### src/rtl/altera_ddr_ex_lfsr_seq_pkg.sv
// Shared constants and the LFSR next-state function for the DDR example
// pattern sequencer.
package altera_ddr_ex_pkg;

  localparam int unsigned LFSR_W = 8;

  localparam logic [1:0] ST_IDLE  = 2'd0;
  localparam logic [1:0] ST_WRITE = 2'd1;
  localparam logic [1:0] ST_READ  = 2'd2;
  localparam logic [1:0] ST_DONE  = 2'd3;

  localparam logic [7:0] ERR_SAT = 8'd255;

  // Galois step, feedback from bit 7 into bits 0, 2, 3 and 4.
  function automatic logic [LFSR_W-1:0] lfsr_step(input logic [LFSR_W-1:0] d);
    return {d[6], d[5], d[4], d[3] ^ d[7], d[2] ^ d[7], d[1] ^ d[7], d[0], d[7]};
  endfunction

endpackage

### src/rtl/altera_ddr_ex_lfsr_seq_lfsr8.sv
// 8-bit Galois LFSR: reseeds to SEED while disabled, loads ldata on load,
// otherwise steps unless paused.
module altera_ddr_ex_lfsr8
  import altera_ddr_ex_pkg::*;
#(
  parameter logic [LFSR_W-1:0] SEED = 8'h20
) (
  input  logic              clk,
  input  logic              reset_n,
  input  logic              enable,
  input  logic              load,
  input  logic              pause,
  input  logic [LFSR_W-1:0] ldata,
  output logic [LFSR_W-1:0] data
);

  logic [LFSR_W-1:0] data_q, data_d;

  always_comb begin
    data_d = data_q;
    if (!enable) begin
      data_d = SEED;
    end else if (load) begin
      data_d = ldata;
    end else if (!pause) begin
      data_d = lfsr_step(data_q);
    end
  end

  always_ff @(posedge clk) begin
    if (!reset_n) begin
      data_q <= SEED;
    end else begin
      data_q <= data_d;
    end
  end

  assign data = data_q;

endmodule

### src/rtl/altera_ddr_ex_lfsr_seq.sv
// Write/read-back LFSR pattern sequencer for the DDR example driver:
// streams a seeded byte burst out, then regenerates and checks it on return.
module altera_ddr_ex_lfsr_seq
  import altera_ddr_ex_pkg::*;
#(
  parameter int unsigned SEED = 32
) (
  input  logic       clk,
  input  logic       reset,
  input  logic       start,
  input  logic       abort,
  input  logic [7:0] start_seed,
  input  logic [7:0] burst_len,
  output logic       wr_valid,
  input  logic       wr_ready,
  output logic [7:0] wr_data,
  input  logic       rd_valid,
  input  logic [7:0] rd_data,
  output logic       busy,
  output logic       done,
  output logic       pass,
  output logic [7:0] err_count,
  output logic [7:0] first_err_idx
);

  localparam logic [7:0] SEED8 = 8'(SEED);

  logic [1:0] state_q, state_d;
  logic [7:0] seed_q, seed_d;
  logic [8:0] len_q, len_d;
  logic [8:0] cnt_q, cnt_d;
  logic [7:0] err_q, err_d;
  logic [7:0] fidx_q, fidx_d;
  logic       pass_q, pass_d;
  logic       done_q, done_d;

  logic       lfsr_en, lfsr_ld, lfsr_pause;
  logic [7:0] lfsr_ldata, lfsr_data, eff_seed;
  logic       last, reset_n;

  assign reset_n  = ~reset;
  assign eff_seed = (start_seed == 8'd0) ? SEED8 : start_seed;
  assign last     = (cnt_q == (len_q - 9'd1));

  altera_ddr_ex_lfsr8 #(.SEED(SEED8)) u_lfsr (
    .clk     (clk),
    .reset_n (reset_n),
    .enable  (lfsr_en),
    .load    (lfsr_ld),
    .pause   (lfsr_pause),
    .ldata   (lfsr_ldata),
    .data    (lfsr_data)
  );

  always_comb begin
    state_d    = state_q;
    seed_d     = seed_q;
    len_d      = len_q;
    cnt_d      = cnt_q;
    err_d      = err_q;
    fidx_d     = fidx_q;
    pass_d     = pass_q;
    done_d     = 1'b0;
    lfsr_en    = 1'b0;
    lfsr_ld    = 1'b0;
    lfsr_pause = 1'b1;
    lfsr_ldata = seed_q;

    if (abort) begin
      state_d = ST_IDLE;
      pass_d  = 1'b0;
    end else begin
      case (state_q)
        ST_IDLE, ST_DONE: begin
          if (start) begin
            seed_d     = eff_seed;
            len_d      = {burst_len == 8'd0, burst_len};
            cnt_d      = '0;
            err_d      = '0;
            fidx_d     = '0;
            pass_d     = 1'b0;
            lfsr_en    = 1'b1;
            lfsr_ld    = 1'b1;
            lfsr_ldata = eff_seed;
            state_d    = ST_WRITE;
          end
        end
        ST_WRITE: begin
          lfsr_en    = 1'b1;
          lfsr_pause = !wr_ready;
          if (wr_ready) begin
            if (last) begin
              // Rewind to the seed so READ regenerates the same stream.
              lfsr_ld = 1'b1;
              cnt_d   = '0;
              state_d = ST_READ;
            end else begin
              cnt_d = cnt_q + 9'd1;
            end
          end
        end
        ST_READ: begin
          lfsr_en    = 1'b1;
          lfsr_pause = !rd_valid;
          if (rd_valid) begin
            cnt_d = cnt_q + 9'd1;
            if (rd_data != lfsr_data) begin
              if (err_q != ERR_SAT) err_d = err_q + 8'd1;
              if (err_q == 8'd0) fidx_d = cnt_q[7:0];
            end
            if (last) begin
              state_d = ST_DONE;
              done_d  = 1'b1;
              pass_d  = (err_d == 8'd0);
            end
          end
        end
        default: ;
      endcase
    end
  end

  always_ff @(posedge clk) begin
    if (reset) begin
      state_q <= ST_IDLE;
      seed_q  <= '0;
      len_q   <= '0;
      cnt_q   <= '0;
      err_q   <= '0;
      fidx_q  <= '0;
      pass_q  <= 1'b0;
      done_q  <= 1'b0;
    end else begin
      state_q <= state_d;
      seed_q  <= seed_d;
      len_q   <= len_d;
      cnt_q   <= cnt_d;
      err_q   <= err_d;
      fidx_q  <= fidx_d;
      pass_q  <= pass_d;
      done_q  <= done_d;
    end
  end

  assign wr_valid      = (state_q == ST_WRITE);
  assign busy          = (state_q == ST_WRITE) || (state_q == ST_READ);
  assign wr_data       = lfsr_data;
  assign done          = done_q;
  assign pass          = pass_q;
  assign err_count     = err_q;
  assign first_err_idx = fidx_q;

endmodule

### config.mk
export PLATFORM = sky130hd
export DESIGN_NAME = altera_ddr_ex_lfsr_seq
export DESIGN_NICKNAME = d
export VERILOG_FILES = /design/src/rtl/altera_ddr_ex_lfsr_seq_pkg.sv /design/src/rtl/altera_ddr_ex_lfsr_seq_lfsr8.sv /design/src/rtl/altera_ddr_ex_lfsr_seq.sv
export SDC_FILE = /design/constraint.sdc
export NUM_CORES = 1
export LEC_CHECK = 0
export BUFFER_PORTS_ARGS = -buffer_cell sky130_fd_sc_hd__buf_2
export CORE_UTILIZATION = 30
export DETAILED_ROUTE_END_ITERATION = 8
export SYNTH_ARGS = -nofsm -noshare
export SYNTH_HDL_FRONTEND = slang
export SYNTH_SLANG_ARGS = --single-unit
### constraint.sdc
create_clock -name clk -period 3.8 [get_ports clk]
set_clock_uncertainty 0.1 [all_clocks]
set_input_delay 0.76 -clock clk [delete_from_list [all_inputs] [get_ports clk]]
set_output_delay 0.76 -clock clk [all_outputs]
set_load 0.1 [all_outputs]
[Word level (Yosys, flattened, before mapping)]
Index checks and enable logic that the tools add are counted.
Widths: inputs -> output; s select.
Word-level totals
  register bits: 54
  input bits: 30
  output and inout port bits: 28
  logic and storage cells: 95
Operators by class
  $add $sub $neg: 3
  equal/unequal tests: 14
  mux-type cells: 42
  bitwise operators: 7
  reductions and logical operators: 20
Operators with widths (number)
  $mux 8: 16
  $mux 9: 4
  $logic_not 8->1: 4
  $pmux 8 s2: 2
  $pmux 9 s3: 1
  $ne 2x2->1 const B: 6
  $reduce_and 4->1: 3
  $mux 2: 5
  $add 9x1->9 const B: 1
  $eq 9x9->1: 1
  $mux 1: 9
  $sub 9x1->9 const B: 1
  $add 8x1->8 const B: 1
  $ne 8x8->1: 1
  $ne 8x8->1 const B: 1
  $pmux 1 s2: 4
  $reduce_or 2->1: 4
  $pmux 2 s3: 1
  $reduce_and 6->1: 1
  $reduce_and 5->1: 1
  $eq 2x2->1 const B: 2
  $ne 2x1->1 const B: 2
  $not 1->1: 4
  $reduce_or 4->1: 1
  7 further kinds: 10

[Longest topological paths before layout]
  depth in word-level cells: 10
  depth in mapped cells: 11
  depth with buffers taken out: 9

[Cells and area by module]
From an unflattened synthesis, not the netlist that was laid out.
Second synthesis, totals
  cell total of the unflattened synthesis: 381
  area, all modules: 3099.2 µm²
By module, submodules not included
  altera_ddr_ex_lfsr_seq: times used 1, cells an instance 340, area each 2668.8 µm², sequential area each 920.9 µm²
  altera_ddr_ex_lfsr8: times used 1, cells an instance 41, area each 430.4 µm², sequential area each 160.2 µm²

[Worst setup path after synthesis]
OpenSTA, ideal clock, no wires.
  kind: register to register
  from: register u_lfsr.data_q[7], in the netlist u_lfsr.data[7]
  to: register pass_q, in the netlist pass
  setup time: 0.087 ns
  data arrival time: 2.558 ns
  data required time: 3.613 ns
  path slack: 1.055 ns
  cell stages (with the launch flop): 10
  buffers on the path: 2
  period minus slack after synthesis: 2.745 ns
  cells stage by stage: dfxtp_1 clkbuf_1 xnor2_1 nand4_1 or2_2 clkbuf_1 and2_1 o31ai_1 nand4_1 o31ai_1
Between the ends
  longest elaborated chain between the ends: 9
Ends and longest elaborated chain
  from (decl): RTL line altera_ddr_ex_lfsr_seq_lfsr8.sv:17  | logic [LFSR_W-1:0] data_q, data_d;
  from (signal assigned): RTL line altera_ddr_ex_lfsr_seq_lfsr8.sv:34  | data_q <= data_d;
  $ne 8x8->1: RTL line altera_ddr_ex_lfsr_seq.sv:107  | if (rd_data != lfsr_data) begin
  $mux 8: RTL line altera_ddr_ex_lfsr_seq.sv:107
  $mux 8: RTL line altera_ddr_ex_lfsr_seq.sv:105  | if (rd_valid) begin
  $mux 8: RTL line altera_ddr_ex_lfsr_seq.sv:73  | case (state_q)
  $mux 8: RTL line altera_ddr_ex_lfsr_seq.sv:69  | if (abort) begin
  $logic_not 8->1: RTL line altera_ddr_ex_lfsr_seq.sv:114  | pass_d = (err_d == 8'd0);
  $mux 1: RTL line altera_ddr_ex_lfsr_seq.sv:111  | if (last) begin
  $mux 1: RTL line altera_ddr_ex_lfsr_seq.sv:105
  $pmux 1 s2: RTL line altera_ddr_ex_lfsr_seq.sv:73
  to (signal assigned): RTL line altera_ddr_ex_lfsr_seq.sv:140  | pass_q <= pass_d;
  to (decl): RTL line altera_ddr_ex_lfsr_seq.sv:34  | logic pass_q, pass_d;
No other way between the ends. The select of a mux whose other input is x is not followed.
A chain may end at the register's enable or synchronous reset.

[Worst setup path in the final report]
  from: register len_q[0]
  to: register u_lfsr.data_q[1], in the netlist u_lfsr.data[1]
Between the ends
  longest elaborated chain between the ends: 7
  elaborated cells between the ends (all ways): 8
  classes of those cells: add/sub: 1; eq/ne: 2; mux: 5
Ends and longest elaborated chain
  from (decl): RTL line altera_ddr_ex_lfsr_seq.sv:30  | logic [8:0] len_q, len_d;
  from (signal assigned): RTL line altera_ddr_ex_lfsr_seq.sv:136  | len_q <= len_d;
  $sub 9x1->9 *: RTL line altera_ddr_ex_lfsr_seq.sv:43  | assign last = (cnt_q == (len_q - 9'd1));
  $eq 9x9->1 *: RTL line altera_ddr_ex_lfsr_seq.sv:43
  $mux 1 *: RTL line altera_ddr_ex_lfsr_seq.sv:92  | if (last) begin
  $mux 1 *: RTL line altera_ddr_ex_lfsr_seq.sv:91  | if (wr_ready) begin
  $pmux 1 s2 *: RTL line altera_ddr_ex_lfsr_seq.sv:73
  $mux 1 *: RTL line altera_ddr_ex_lfsr_seq.sv:69
  $ne 2x2->1 (no source line) / $mux 8 (equally long branches)
Mark *: on every way between the ends. The rest lies on a longest branch, timed or not.

==> run metrics <==
outcome finished clean; Cells after Synth 410; die area 0.01099 mm2; hold_ws 0.3613 ns; Final Total Pwr 1.261 mW; Reg2Reg Setup Slack 0.73 ns; worst setup margin 0.7285 ns; Yosys warning count 0; Final Cell Area 0.003656 mm2; share of cells above drive strength 1 0.1798; Max Cap Viol 0; global-route wire length before repair 13.65 mm; die width 104.8 um; vias in the first global route 2892; GRT overflow 0; area leader, netlist dfxtp_1; CP max-delay cell o31ai_4; Bufs and invs on worst path 1; worst slew pin tran 0.8431 ns; synthesized cell area 0.003172 mm2; Clock transition at path regs 0.09 ns; FF/Latch Area 0.001081 mm2; postcts setup bufs 0; area of the multi-input gates 0.001928 mm2; top cell type's share of synthesized area 0.3408; Die Span Y 104.8 um; gr usage total 0.1484; starting DRC count in detailed routing 142; Cell Rows 37; hold_buf cts 0; Area growth syn-to-layout 15.27%; largest net degree at the start of global routing 40; mean routed wirelength per cell 13.55 um; Post-Synthesis Mean Instance Area 7.736 um2; Final Non-Filler Cells 592; Crit path max-delay family simple AND/OR/NAND/NOR gates; static leakage 1.428 nW; Nets 492; minimum clock period 3.072 ns; register bit count reported by yosys 54; critical path type register to register; slew margin rel. 0.4359; Worst Min Path Start seed_q[6]; routed vias 3055; CP Cell Sequence inv_1, ha_1, nor3b_1, o211ai_1, nor3_1, nand4_4, o31ai_4, a221oi_1, nor3_1; largest cells by area after synthesis dfxtp_1, nand2_1, nor2_1; peak supply drop 137.2 uV; PD cells 345.0 mW/mm2; Data required, critical path 3.93 ns; number of flops mapped to enable cells by yosys 0; WL final 8.024 mm; Synth async-reset ratio 0; CTS Buffer Depth 2; DRT antenna net count 0; Syn Nets 447; CP dominant cell by count nor3_1; Worst-Skew Late Latency 0.30 ns; CP Max Fanout 16; FMAX 325.6 MHz; depth of the most critical reg-to-reg path 9; CP Capture Type register; total core area 0.01028 mm2; number of distinct library cells after synthesis 54; final hold violations 0; RSZ-0062 raised after global routing no; Detail Placement HPWL 6.125 mm; # fillers 1116; Detailed Routing Iterations Pass 1 4; hold depth 2; CP max stage delay 0.58 ns; CTS tree done; fin. max-slew vios 0; count of final setup violators 0; Via density 5.160; placed cell areas 0.003547 mm2; htree depth 2; total CTS buffers 5; drt drc 0; HP Class register to register; Initial Util 0.3086; Synth Flop Type dfxtp_1; Resized cells post-CTS 0; crit share post-route 0.8083; critical path arrival 3.20 ns; Final GP Congestion 0.8792; diodes inserted 0; root buffer cell clkbuf_8; initial antenna violation count 0; Port Buffer Count 57; I/O Pins 58; launching point of the worst reg2reg path len_q[0]; Finished Core Util 0.3557; Num Clock Sinks 54; sequential area share after synthesis 0.3408; startpoint class of the critical path register; Hold Path End seed_q[6]; dpl ws 0.7762 ns; Worst R2R End u_lfsr.data[1]; setup TNS 0 ns; placed insts 584
## cells in the mapped netlist, types with 8 or more instances
master,n
and4_1,8
nand3_1,10
dfxtp_1,54
xnor2_1,17
nor2_1,42
clkbuf_1,16
nand2_1,64
a21oi_1,28
a22oi_1,10
inv_1,16
o21ai_0,16
and2_1,9
nor3_1,20
## power breakdown
part	switching (mW)	total, mW	internal [mW]
Combinational	0.190	0.281	0.0911
Sequential	0.0176	0.599	0.581
Clock	0.187	0.381	0.194
## worst register-to-register path, delay by kind of cell, from the launching register on
| kind | cells | cell delay [ns] |
|---|---|---|
| AOI/OAI and AO/OA | 3 | 0.95 |
| adders and majority gates | 1 | 0.22 |
| buffers and inverters | 1 | 0.09 |
| DFF | 1 | 0.40 |
| and+or+nand+nor | 4 | 1.25 |
## state kept, by name, summed over array words and instances, names as in the netlist
register       flops
cnt_q              9
len_q              9
err_count          8
first_err_idx      8
seed_q             8
u_lfsr.data        8
state_q            2
done               1
pass               1
## metal layers
layer  up-vias  track usage  share of wire
met4         0      0.02817         0.0090
met3        11      0.02620          0.043
met5         -            0              0
li1       1544            -              -
met2        79       0.2483           0.46
met1      1421       0.2001           0.49
## layout make-up
class,instances,area share
repair buffers,60,0.08419
well taps,136,0.04654
flip-flops and latches,54,0.2957
clock inverters,3,0.01095
multi-input cells,318,0.5274
inverters,16,0.01643
clock buffers,5,0.01882
## cells in the final DEF (no fill, tap or decap), types with 9 or more instances in the layout
cell type and instances:
nand2_1 64, buf_2 57, dfxtp_1 54, nor2_1 42, a21oi_1 28, nor3_1 20, xnor2_1 17, inv_1 16
o21ai_0 16, nand3_1 10, a22oi_1 10, and2_1 9
## logic make-up after synthesis
| group | after synthesis | share of synthesized area |
|---|---|---|
| xor gates and xnor gates | 21 | 0.05799 |
| adders and majority gates | 7 | 0.02761 |
| muxes | 4 | 0.01262 |
| AOI/OAI and AO/OA | 94 | 0.2063 |
| and+or+nand+nor | 192 | 0.3034 |
| DFF | 54 | 0.3408 |
| buffers and inverters | 38 | 0.05128 |
## how the worst max path moves through the flow
| stage | from | to | slack [ns] | cells after the start |
|---|---|---|---|---|
| final | len_q[0] | u_lfsr.data[1] | 0.73 | 9 |
| after global placement | len_q[0] | u_lfsr.data[7] | 0.94 | 9 |
| after detailed placement | len_q[0] | u_lfsr.data[1] | 0.78 | 9 |
| after global routing | len_q[0] | u_lfsr.data[1] | 0.43 | 9 |
| after CTS | len_q[0] | u_lfsr.data[1] | 0.75 | 9 |
| after floorplan | u_lfsr.data[7] | pass | 1.05 | 9 |
Power figures use the tool's default switching activity.
